`src/rtl/binary_window_3x3_pkg.sv`:
```
// Shared types and helpers for the 1-bit 3x3 window generator and its downstream consumers.
// Window bit layout: bit 8 is the top-left pixel (oldest row, oldest column); bit 0 is the newest pixel.
package binary_window_3x3_pkg;

  localparam int WIN_TL = 8;
  localparam int WIN_TC = 7;
  localparam int WIN_TR = 6;
  localparam int WIN_ML = 5;
  localparam int WIN_C  = 4;
  localparam int WIN_MR = 3;
  localparam int WIN_BL = 2;
  localparam int WIN_BC = 1;
  localparam int WIN_BR = 0;

  // Packs as {top, mid, bot}, so top[2] lands on WIN_TL and bot[0] on WIN_BR.
  typedef struct packed {
    logic [2:0] top;
    logic [2:0] mid;
    logic [2:0] bot;
  } window_rows_t;

  function automatic int pos_width(input int n);
    return (n > 1) ? $clog2(n) : 1;
  endfunction

  function automatic window_rows_t shift_in(input window_rows_t rows,
                                            input logic top_px,
                                            input logic mid_px,
                                            input logic bot_px);
    window_rows_t res;
    res.top = {rows.top[1:0], top_px};
    res.mid = {rows.mid[1:0], mid_px};
    res.bot = {rows.bot[1:0], bot_px};
    return res;
  endfunction

endpackage

```
`src/rtl/binary_window_3x3_line_ram.sv`:
```
// 1-bit line RAM with registered read and a write that commits one cycle after its address.
// DataIn is sampled in the cycle after Addr/WriteEnable; a same-cycle read returns the old data.
module binary_window_3x3_line_ram
  import binary_window_3x3_pkg::*;
#(
  parameter int Depth = 640,
  localparam int AddrWidth = pos_width(Depth)
) (
  input  logic                 Clock,
  input  logic                 nReset,
  input  logic [AddrWidth-1:0] Addr,
  input  logic                 WriteEnable,
  input  logic                 DataIn,
  output logic                 DataOut
);

  logic                 mem [Depth];
  logic [AddrWidth-1:0] wr_addr;
  logic                 wr_pending;

  always_ff @(posedge Clock or negedge nReset) begin
    if (!nReset) begin
      wr_addr    <= '0;
      wr_pending <= 1'b0;
    end else begin
      wr_pending <= WriteEnable;
      if (WriteEnable) begin
        wr_addr <= Addr;
      end
    end
  end

  // Read data only moves when a new address is issued, so it survives input gaps.
  always_ff @(posedge Clock) begin
    if (wr_pending) begin
      mem[wr_addr] <= DataIn;
    end
    if (WriteEnable) begin
      DataOut <= mem[Addr];
    end
  end

endmodule

```
`src/rtl/binary_window_3x3.sv`:
```
// Streaming 3x3 neighbourhood generator for binarised raster video.
// Two line RAMs hold rows r-1 and r-2; one window per accepted pixel once row/col history is complete.
module binary_window_3x3
  import binary_window_3x3_pkg::*;
#(
  parameter int ImageWidth  = 640,
  parameter int ImageHeight = 480,
  localparam int AddrWidth  = pos_width(ImageWidth),
  localparam int RowWidth   = pos_width(ImageHeight)
) (
  input  logic                 Clock,
  input  logic                 nReset,
  input  logic                 PixelValid,
  input  logic                 PixelIn,
  input  logic                 FrameStart,
  output logic                 WindowValid,
  output logic [8:0]           Window,
  output logic [AddrWidth-1:0] CentreX,
  output logic [RowWidth-1:0]  CentreY,
  output logic                 FrameDone
);

  localparam logic [AddrWidth-1:0] COL_LAST = AddrWidth'(ImageWidth - 1);
  localparam logic [RowWidth-1:0]  ROW_LAST = RowWidth'(ImageHeight - 1);

  logic [AddrWidth-1:0] col_reg, col_next, acc_col;
  logic [RowWidth-1:0]  row_reg, row_next, acc_row;

  logic                 s1_valid;
  logic                 s1_pix;
  logic [AddrWidth-1:0] s1_col;
  logic [RowWidth-1:0]  s1_row;

  logic                 line0_q;
  logic                 line1_q;

  window_rows_t         rows_reg, rows_next;
  logic                 win_fire;
  logic                 last_pixel;

  // FrameStart overrides whatever position the counters hold.
  always_comb begin
    acc_col  = FrameStart ? '0 : col_reg;
    acc_row  = FrameStart ? '0 : row_reg;
    col_next = col_reg;
    row_next = row_reg;
    if (PixelValid) begin
      if (acc_col == COL_LAST) begin
        col_next = '0;
        row_next = (acc_row == ROW_LAST) ? '0 : acc_row + RowWidth'(1);
      end else begin
        col_next = acc_col + AddrWidth'(1);
        row_next = acc_row;
      end
    end
  end

  always_ff @(posedge Clock or negedge nReset) begin
    if (!nReset) begin
      col_reg  <= '0;
      row_reg  <= '0;
      s1_valid <= 1'b0;
      s1_pix   <= 1'b0;
      s1_col   <= '0;
      s1_row   <= '0;
    end else begin
      col_reg  <= col_next;
      row_reg  <= row_next;
      s1_valid <= PixelValid;
      if (PixelValid) begin
        s1_pix <= PixelIn;
        s1_col <= acc_col;
        s1_row <= acc_row;
      end
    end
  end

  // Line0 holds row r-1, Line1 row r-2; in S2 each rewrites address c one row further down.
  binary_window_3x3_line_ram #(
    .Depth(ImageWidth)
  ) line0 (
    .Clock      (Clock),
    .nReset     (nReset),
    .Addr       (acc_col),
    .WriteEnable(PixelValid),
    .DataIn     (s1_pix),
    .DataOut    (line0_q)
  );

  binary_window_3x3_line_ram #(
    .Depth(ImageWidth)
  ) line1 (
    .Clock      (Clock),
    .nReset     (nReset),
    .Addr       (acc_col),
    .WriteEnable(PixelValid),
    .DataIn     (line0_q),
    .DataOut    (line1_q)
  );

  always_comb begin
    rows_next  = shift_in(rows_reg, line1_q, line0_q, s1_pix);
    win_fire   = s1_valid && (s1_row >= RowWidth'(2)) && (s1_col >= AddrWidth'(2));
    last_pixel = (s1_row == ROW_LAST) && (s1_col == COL_LAST);
  end

  // Window/centre registers only move when a window is emitted, so they hold across gaps.
  always_ff @(posedge Clock or negedge nReset) begin
    if (!nReset) begin
      rows_reg    <= '0;
      WindowValid <= 1'b0;
      Window      <= '0;
      CentreX     <= '0;
      CentreY     <= '0;
      FrameDone   <= 1'b0;
    end else begin
      WindowValid <= win_fire;
      FrameDone   <= win_fire && last_pixel;
      if (s1_valid) begin
        rows_reg <= rows_next;
      end
      if (win_fire) begin
        Window  <= rows_next;
        CentreX <= s1_col - AddrWidth'(1);
        CentreY <= s1_row - RowWidth'(1);
      end
    end
  end

endmodule
```
`config.mk`:
```
export PLATFORM = sky130hd
export DESIGN_NAME = binary_window_3x3
export DESIGN_NICKNAME = d
export VERILOG_FILES = /design/src/rtl/binary_window_3x3_pkg.sv /design/src/rtl/binary_window_3x3_line_ram.sv /design/src/rtl/binary_window_3x3.sv
export SDC_FILE = /design/constraint.sdc
export NUM_CORES = 2
export LEC_CHECK = 0
export ABC_AREA = 1
export BUFFER_PORTS_ARGS = -buffer_cell sky130_fd_sc_hd__buf_2
export CAP_MARGIN = 20
export CELL_PAD_IN_SITES_DETAIL_PLACEMENT = 0
export CELL_PAD_IN_SITES_GLOBAL_PLACEMENT = 2
export CORE_ASPECT_RATIO = 1.2
export CORE_UTILIZATION = 42
export DETAILED_ROUTE_END_ITERATION = 16
export MAX_ROUTING_LAYER = met4
export PLACE_DENSITY_LB_ADDON = 0.3
export SETUP_SLACK_MARGIN = 0.1
export SLEW_MARGIN = 15
export SYNTH_ARGS = -nofsm -noshare
export SYNTH_HDL_FRONTEND = slang
export SYNTH_SLANG_ARGS = --single-unit
export TNS_END_PERCENT = 20
```
`constraint.sdc`:
```
create_clock -name Clock -period 11.5 [get_ports Clock]
set_clock_uncertainty 0.05 [all_clocks]
set_input_delay 2.3 -clock Clock [delete_from_list [all_inputs] [get_ports Clock]]
set_output_delay 2.3 -clock Clock [all_outputs]
set_load 0.02 [all_outputs]
```
==> flow_summary.ini <==
[status]
status = complete, no violations

[placement]
dp_hpwl_um = 94500
dp.cells = 7578
portBuffers = 34
place.gp.congestion = 0.805

[clock_tree]
cts-root-buf = clkbuf_16
clkTransAtPathRegs_ns = 0.06
cts-resized-gates = 0
hold_buffers = 0
htree_levels = 4
clk_path_buf_depth = 3
cts_setup_buffers = 0
numClockSinks = 1358
cts_made_buffers = 144
cts_tree = yes
clk_latency_ns = 0.78

[min_path]
whs_endpoint = Window[6]
hp-class = reg2reg
hp-start = Window[6]
hold_depth = 2

[final_layout]
final_util_pct = 46.9
area_growth_pct = 10.4
drive_above_1_share_pct = 8.55
final_cell_mix = edfxtp_1 (1282), nand2_1 (1152), nand3_1 (956)
stdcell_count = 7834
nNetsFinal = 5815
layout_commonest_cell = edfxtp_1
diodes = 0
reg_top3 = line0.mem x640, line1.mem x640

[floorplanning]
fp.dieH_um = 419
ios = 35
start_util_pct = 42.5
rows = 152
die-area_um2 = 147000
core_region_area_um2 = 143000
die_w_um = 350

[power_and_ir_drop]
seq_power_share_pct = 49.3
vdd_drop_max_uv = 144
clkPwrFrac_pct = 41.5
p_comb_share_pct = 9.2
power_leakage_nw = 25.4
p_switching_mw = 2.76
intPower_mw = 8.70
power_density_nw_per_um2 = 170
p_sw_share_pct = 24.1
p_total_mw = 11.5

[critical_path]
worst-r2r-setup-slack_ns = 6.44
r2r-end = line1.DataOut
rr_worst_depth = 16
arrival_ns = 6.86
crit_path_start_kind = input pin
critPathMaxFanout = 144
path_class = in2reg
r2r_start = col_reg[0]
required_ns = 12.09
end_kind = flop

[yosys]
async_flop_share_pct = 5.60
yosysTopAreaCellShare_pct = 63.2
synth_nets = 5965
avgSynthCellArea_um2 = 10.2
synth_area_um2 = 60900
synth_ff_type = edfxtp_1
yosys_warnings = 0
netlist_instances = 5950
ys_ff_latch = 1358
synthTopCellsByArea = edfxtp_1 (63%), nand3_1 (7.9%), nand2_1 (7.2%)
synth_cell_types = 42
synth.largest_area_cell = edfxtp_1
seq_area_frac_synth_pct = 66.3
synth_edf_count = 1282

[global_routing]
antenna_found_initial = 4
grt_max_degree = 221
grt_pass1_wl_um = 259000
grt_usage_pct = 24.8
grt_pass1_vias = 40064
grt_overflow_total = 0

[sta]
slew_viol_final = 0
hold_viol = 0
fin_crit_ns = 6.27
fin_tns_setup_ns = 0
min_period_over_period_pct = 54.5
fmax_ghz = 0.159
tightest_slew_ns = 1.20
rsz0062_at_grt = no
maxSlewHeadroom_pct = 19.9
setup_viol = 0
fin_hold_ws_ns = 0.428

[route]
drt_first_pass_iters = 5
wirelength_um = 175000
via_count = 41322
ant_nets = 0
route.detailed.drc = 0
drt-vias-per-instance = 5.27
drtIter0Drc = 3634
post_drt_wl_per_cell_um = 22.4

[run]
drv_cap = 0
-- how the worst max path moves through the flow --
stage	slack, ns	startpoint	cells past startpoint	to
after global routing	4.95	FrameStart	16	line1.DataOut
after detailed placement	4.37	FrameStart	16	line0.DataOut
after CTS	5.20	FrameStart	16	line0.DataOut
final	5.23	FrameStart	16	line1.DataOut
after floorplan	2.05	line0.DataOut	0	line1.mem[0]
after global placement	4.38	FrameStart	16	line0.DataOut
-- synthesized netlist by cell type (all sizes together), types with 11 or more instances --
cell	number
edfxtp	1282
nand2	1167
nand3	958
nor2	779
inv	735
buf	218
clkbuf	200
or2	184
o211ai	173
o21ai	83
dfrtp	76
o311ai	28
nor3	11
-- stage by stage --
| stage | area (µm²) | setup WS, ns |
|---|---|---|
| after CTS | 67200 | 5.20 |
| after floorplan | 60900 | 2.05 |
| final | 67300 | 5.23 |
| after global routing | 67300 | 4.95 |
| after global placement | 62400 | 4.38 |
| after detailed placement | 62400 | 4.37 |
-- cells by family after synthesis --
| kind of cell | Yosys count | share of synthesized area (%) |
|---|---|---|
| AO/OA/AOI/OAI | 300 | 3.39 |
| XOR/XNOR | 18 | 0.259 |
| adder cells (fa/ha/maj) | 10 | 0.205 |
| buffers and inverters | 1154 | 7.72 |
| flip-flops | 1358 | 66.3 |
| AND/OR/NAND/NOR | 3110 | 22.1 |
-- worst max-delay path, cell delays in order --
cell	delay, ns
buf_2	0.10
buf_4	0.28
inv_2	0.38
nand2_8	0.53
inv_8	0.85
buf_12	0.62
nand3_1	0.14
nand3_1	0.10
nand3_1	0.18
nand3_1	0.15
nand3_1	0.10
nand3_1	0.18
nand3_1	0.41
nand3_1	0.22
nand3_1	0.09
nand2_1	0.08
-- metal layers --
metal | vias to the layer above | wire [µm] | GRT usage (%)
met1 | 20568 | 74800 | 31.5
met5 | - | 0 | -
met4 | 0 | 4630 | 7.37
met3 | 242 | 8080 | 2.88
li1 | 19497 | - | -
met2 | 1015 | 87700 | 41.6
-- layout make-up --
cell class,instances,area [µm²]
flip-flops and latches,1358,40400
clock inverters,66,751
clock buffers,189,4030
fillers,13537,76100
repair buffers,122,998
well taps,1925,2410
multi-input cells,3438,15900
inverters,736,2770
-- power by group through the flow --
stage	clock network, mW	registers [mW]	logic [mW]
global placement	0	5.76	1.06
detailed placement	0	5.75	1.07
global route	5.00	5.66	1.16
floorplan	0	6.00	0.538
finish	4.75	5.65	1.06
CTS	4.82	5.65	1.07
Note: power is estimated with default switching activity, not from simulation.
